[src/rtl/bcd_pkg.sv]
// Shared constants and state type for the digit-serial BCD adder.
package bcd_pkg;
   localparam int BCD_W   = 4;
   localparam int BCD_ADJ = 6;
   localparam int BCD_MAX = 9;

   typedef enum logic [1:0] {IDLE, ADD, DONE} state_t;
endpackage

[src/rtl/bcd_serial_adder_if.sv]
// Operand/result bundle between a requester and the serial BCD adder.
interface bcd_serial_adder_if
   import bcd_pkg::*;
#(parameter int DIGITS = 4) ();
   localparam int DW = BCD_W * DIGITS;

   logic          start;
   logic [DW-1:0] a;
   logic [DW-1:0] b;
   logic          cin;
   logic          busy;
   logic          done;
   logic [DW-1:0] sum;
   logic          cout;
   logic          err;

   modport master (output start, a, b, cin, input busy, done, sum, cout, err);
   modport slave  (input start, a, b, cin, output busy, done, sum, cout, err);
endinterface

[src/rtl/bcd_digit_stage.sv]
// One corrected BCD digit adder: binary add, then +6 when the sum passes 9.
module bcd_digit_stage
   import bcd_pkg::*;
(
   input  logic [BCD_W-1:0] x,
   input  logic [BCD_W-1:0] y,
   input  logic             ci,
   output logic [BCD_W-1:0] digit,
   output logic             co,
   output logic             invalid
);
   logic [BCD_W:0] t;

   assign t       = {1'b0, x} + {1'b0, y} + {{BCD_W{1'b0}}, ci};
   assign co      = t > (BCD_W+1)'(BCD_MAX);
   // the correction wraps mod 16, so the carry bit of t+6 is dropped on purpose
   assign digit   = co ? BCD_W'(t + (BCD_W+1)'(BCD_ADJ)) : t[BCD_W-1:0];
   assign invalid = (x > BCD_W'(BCD_MAX)) | (y > BCD_W'(BCD_MAX));
endmodule

[src/rtl/bcd_serial_adder.sv]
// Digit-serial multi-digit BCD adder: one shared digit stage walked LSD first.
module bcd_serial_adder
   import bcd_pkg::*;
#(parameter int DIGITS = 4)
(
   input  logic               clk,
   input  logic               rst,
   bcd_serial_adder_if.slave  bus
);
   localparam int            IW   = (DIGITS > 1) ? $clog2(DIGITS) : 1;
   localparam logic [IW-1:0] LAST = IW'(DIGITS - 1);

   state_t                       state, state_nx;
   logic [IW-1:0]                idx;
   logic                         carry;
   logic [DIGITS-1:0][BCD_W-1:0] a_q, b_q, sum_q;
   logic                         cout_q, err_q;
   logic                         accept, last;
   logic [BCD_W-1:0]             dig;
   logic                         dig_co, dig_bad;

   assign last = (idx == LAST);

   bcd_digit_stage u_stage (
      .x       (a_q[idx]),
      .y       (b_q[idx]),
      .ci      (carry),
      .digit   (dig),
      .co      (dig_co),
      .invalid (dig_bad)
   );

   always_ff @(posedge clk or posedge rst) begin
      if (rst) state <= IDLE;
      else     state <= state_nx;
   end

   always_comb begin
      state_nx = state;
      accept   = 1'b0;
      bus.busy = 1'b0;
      bus.done = 1'b0;
      case (state)
         IDLE: begin
            accept = bus.start;
            if (bus.start) state_nx = ADD;
         end
         ADD: begin
            bus.busy = 1'b1;
            if (last) state_nx = DONE;
         end
         DONE: begin
            bus.done = 1'b1;
            accept   = bus.start;
            state_nx = bus.start ? ADD : IDLE;
         end
         default: state_nx = IDLE;
      endcase
   end

   // results are cleared on acceptance so a stale sum never mixes with new digits
   always_ff @(posedge clk or posedge rst) begin
      if (rst) begin
         idx    <= '0;
         carry  <= 1'b0;
         a_q    <= '0;
         b_q    <= '0;
         sum_q  <= '0;
         cout_q <= 1'b0;
         err_q  <= 1'b0;
      end else if (accept) begin
         a_q    <= bus.a;
         b_q    <= bus.b;
         carry  <= bus.cin;
         idx    <= '0;
         sum_q  <= '0;
         cout_q <= 1'b0;
         err_q  <= 1'b0;
      end else if (state == ADD) begin
         sum_q[idx] <= dig;
         carry      <= dig_co;
         err_q      <= err_q | dig_bad;
         if (last) cout_q <= dig_co;
         else      idx    <= idx + 1'b1;
      end
   end

   assign bus.sum  = sum_q;
   assign bus.cout = cout_q;
   assign bus.err  = err_q;
endmodule

[src/flat_wrapper.sv]
// flat-port wrapper written by rule: the top's interface ports become plain ports
module bcd_serial_adder_flat import bcd_pkg::*;
#(parameter int DIGITS = 4)
  (clk, rst, bus_start, bus_a, bus_b, bus_cin, bus_busy, bus_done, bus_sum, bus_cout, bus_err);
  bcd_serial_adder_if #(.DIGITS(DIGITS)) bus_i ();
  input  logic clk;
  input  logic rst;
  input wire logic [$bits(bus_i.start)-1:0] bus_start;
  input wire logic [$bits(bus_i.a)-1:0] bus_a;
  input wire logic [$bits(bus_i.b)-1:0] bus_b;
  input wire logic [$bits(bus_i.cin)-1:0] bus_cin;
  output wire logic [$bits(bus_i.busy)-1:0] bus_busy;
  output wire logic [$bits(bus_i.done)-1:0] bus_done;
  output wire logic [$bits(bus_i.sum)-1:0] bus_sum;
  output wire logic [$bits(bus_i.cout)-1:0] bus_cout;
  output wire logic [$bits(bus_i.err)-1:0] bus_err;
  assign bus_i.start = bus_start;
  assign bus_i.a = bus_a;
  assign bus_i.b = bus_b;
  assign bus_i.cin = bus_cin;
  assign bus_busy = bus_i.busy;
  assign bus_done = bus_i.done;
  assign bus_sum = bus_i.sum;
  assign bus_cout = bus_i.cout;
  assign bus_err = bus_i.err;
  bcd_serial_adder #(.DIGITS(DIGITS)) u_core (.clk(clk), .rst(rst), .bus(bus_i));
endmodule
[config.mk]
export PLATFORM = sky130hd
export DESIGN_NAME = bcd_serial_adder_flat
export DESIGN_NICKNAME = d
export VERILOG_FILES = /design/src/rtl/bcd_pkg.sv /design/src/rtl/bcd_serial_adder_if.sv /design/src/rtl/bcd_digit_stage.sv /design/src/rtl/bcd_serial_adder.sv /design/src/flat_wrapper.sv
export SDC_FILE = /design/constraint.sdc
export NUM_CORES = 1
export LEC_CHECK = 0
export BUFFER_PORTS_ARGS = -buffer_cell sky130_fd_sc_hd__buf_2
export CAP_MARGIN = 0
export CELL_PAD_IN_SITES_DETAIL_PLACEMENT = 0
export CELL_PAD_IN_SITES_GLOBAL_PLACEMENT = 1
export CORE_ASPECT_RATIO = 0.75
export CORE_MARGIN = 3
export CORE_UTILIZATION = 37
export DETAILED_ROUTE_END_ITERATION = 8
export PLACE_DENSITY = 0.76
export SLEW_MARGIN = 20
export SYNTH_ARGS = -nofsm -noshare
export SYNTH_HDL_FRONTEND = slang
export SYNTH_SLANG_ARGS = --single-unit
[constraint.sdc]
create_clock -name clk -period 3.42 [get_ports clk]
set_input_delay 1.026 -clock clk [delete_from_list [all_inputs] [get_ports clk]]
set_output_delay 1.026 -clock clk [all_outputs]
set_load 0.02 [all_outputs]
==> impl_metrics.toml <==
[die]
dieArea_sq_um = 8402
fp.dieW_microns = 104.8
pin_count = 56
initial_utilization = 0.3895
rows = 26
coreArea_sq_um = 6962
die_h_microns = 80.14

[sta]
timing.hold.ws_ns = 0.4798
slew_headroom = 0.3982
worst_pin_slew_ns = 0.8987
rsz0062_at_grt = "true"
setup_slack_ns = 0.02032
finalCritPeriodShare = 0.9941
max_freq_mhz = 294.1
drv_slew = 0
hold_violations = 0
setup_viol = 0
layout_min_cycle_time_ns = 3.400
fin_skew_ns = 0.009713

[layout]
final_common_cell = "nand2_1"
final_area_sq_um = 3358
final_nets = 391
drive_gt1_frac = 0.3150
syn_to_final_growth_pct = 23.86
layout_common_cells = "99 x nand2_1, 55 x buf_2, 54 x dfrtp_1"
final_core_utilization = 0.4824
fillers = 708
diodes = 0

[grt]
grt_usage = 0.1573
antenna_found_initial = 0
grt_max_degree = 33
use_met3 = 0.03052
gr-total-overflow = 0
met2_usage = 0.2337
grt.busiest_layer = "met1"
grt_pass1_wl_mm = 10.52
grt_pass1_vias = 2075
grtUsageMet1 = 0.2392

[drt]
drt-total-wl_mm = 6.667
routed_via_density = 5.068
antenna_left = 0
firstDrtPassIters = 4
drt_iter0_drc = 102
num_vias = 2250
wl_per_cell_microns = 15.02
drc = 0

[flow_run]
cap_viol_max_count = 0

[critical_path]
crit_path_frequent_cell = "fa_2"
max_stage_delay_ns = 0.59
cp.buffers_inverters = 1
cp_max_fo = 4
worstPathArrival_ns = 3.59
critPathTopFamily = "adder cells"
worstSetupPathType = "reg2reg"
start_kind = "flip-flop"
required_ns = 3.61
r2r_setup_slack_ns = 0.02
end_kind = "flip-flop"
worstPathCellList = "mux4_2, fa_2, fa_2, xor2_2, inv_2, ha_4, nor2b_4, or4b_4, a31oi_4, o31ai_1"
critPathSlowestCell = "or4b_4"

[placed_design]
port_buffers = 55
place_hpwl_mm = 4.757
place_ws_ns = -0.01959
place_area_sq_um = 3156
finalWeightedCongestion = 0.7888

[cts]
htreeDepth = 2
cts_tree = "built"
clock-root-buffer = "clkbuf_8"
insertion_delay_ns = 0.31
clk_pin_slew_ns = 0.10
cts_buffer_depth = 2
numClockSinks = 55
postCtsHoldBufs = 0
cts_made_buffers = 5

[synth]
yosys.cell_types.count = 37
synth_area_per_cell_sq_um = 9.753
synth_edf_count = 0
seq_area_frac_synth = 0.5076
synthCells = 278
ys_ff_latch = 55
ys_async_sr_fraction = 1.000
yosys_most_used_dff = "dfrtp_1"
yosysWarnings = 0
syn_area_sq_um = 2711
syn-num-nets = 324

[hold_path]
hold_class = "reg2reg"

[status]
status = "complete, no violations"
[worst reg2reg max path, stage by stage, from the launching register on]
cell and delay (ns):
dfrtp_2 0.42, mux4_2 0.53, fa_2 0.40, fa_2 0.41, xor2_2 0.19, inv_2 0.08, ha_4 0.16, nor2b_4 0.13
or4b_4 0.59, a31oi_4 0.29, o31ai_1 0.09
[layout make-up]
class	count	area, sq um	area share
clock buffers	6	72.57	0.02161
clock inverters	2	17.52	0.005216
inverters	10	40.04	0.01192
multi-input cells	198	1303	0.3879
flip-flops and latches	55	1378	0.4102
well taps	98	122.6	0.03651
repair buffers	75	425.4	0.1267
[per-stage QoR]
step	TNS, ns	instances
6_report	0	444
5_1_grt	-0.2990	444
4_1_cts	0	436
3_5_place_dp	-0.02126	428
3_3_place_gp	0	428
2_1_floorplan	0	278
[sequential cells by signal (all words and copies together), names as in the netlist]
signal           count
u_core.bus.cout      1
u_core.idx           2
u_core.bus.err       1
u_core.a_q          16
u_core.bus.sum      16
u_core.state         2
u_core.carry         1
u_core.b_q          16
[layer usage]
layer  wire, microns  up-vias
met1            3270     1077
met3             400       13
met4             100        0
met5               0        -
met2            2896       76
li1                -     1084
[worst paths after layout]
path / cells after the start / from / to
max: 10 / u_core.idx[0] / u_core.bus.sum[5]
min: 2 / u_core.a_q[10] / u_core.a_q[10]
max reg2reg: 10 / u_core.idx[0] / u_core.bus.sum[5]
min reg2reg: 2 / u_core.a_q[10] / u_core.a_q[10]
max in group asynchronous: 3 / rst / u_core.idx[0]
min in group asynchronous: 2 / rst / u_core.b_q[4]
[cells by family after synthesis]
| kind of cell | count (synthesis) | synth area share |
|---|---|---|
| compound gates | 39 | 0.1038 |
| xor+xnor | 1 | 0.003231 |
| fa+ha+maj | 10 | 0.05169 |
| buf+inv | 25 | 0.03600 |
| flops | 55 | 0.5076 |
| mux | 11 | 0.07753 |
| simple gates | 137 | 0.2201 |
[cells in the mapped netlist (2+ instances only)]
cell	instances	area, sq um
a31oi_1	3	18.77
mux4_2	8	180.2
nand2b_1	3	18.77
buf_1	2	7.510
a21oi_1	4	20.02
nand4_1	4	25.02
nor2b_1	4	25.02
a21boi_0	3	22.52
nand3b_1	4	30.03
a21o_1	2	15.01
ha_1	8	100.1
nand2_1	99	371.6
buf_2	3	15.01
o311ai_1	4	35.03
o31ai_1	4	30.03
dfrtp_1	55	1376
mux2i_1	3	30.03
nor2_1	8	30.03
o21ai_0	7	35.03
fa_1	2	40.04
inv_1	10	37.54
a41oi_1	3	26.28
clkbuf_1	10	37.54
nand3_1	12	60.06
[repair_timing]
action                                  in CTS  in global routing
pin swaps                                    0                  9
setup buffers                                0                  8
endpoints found under the setup margin       4                  7
hold endpoints to repair                     0                  0
resized for setup                            1                 11
Power is not shown: default switching activity piles up to over one toggle a cycle in this logic, so the estimate is an artifact.
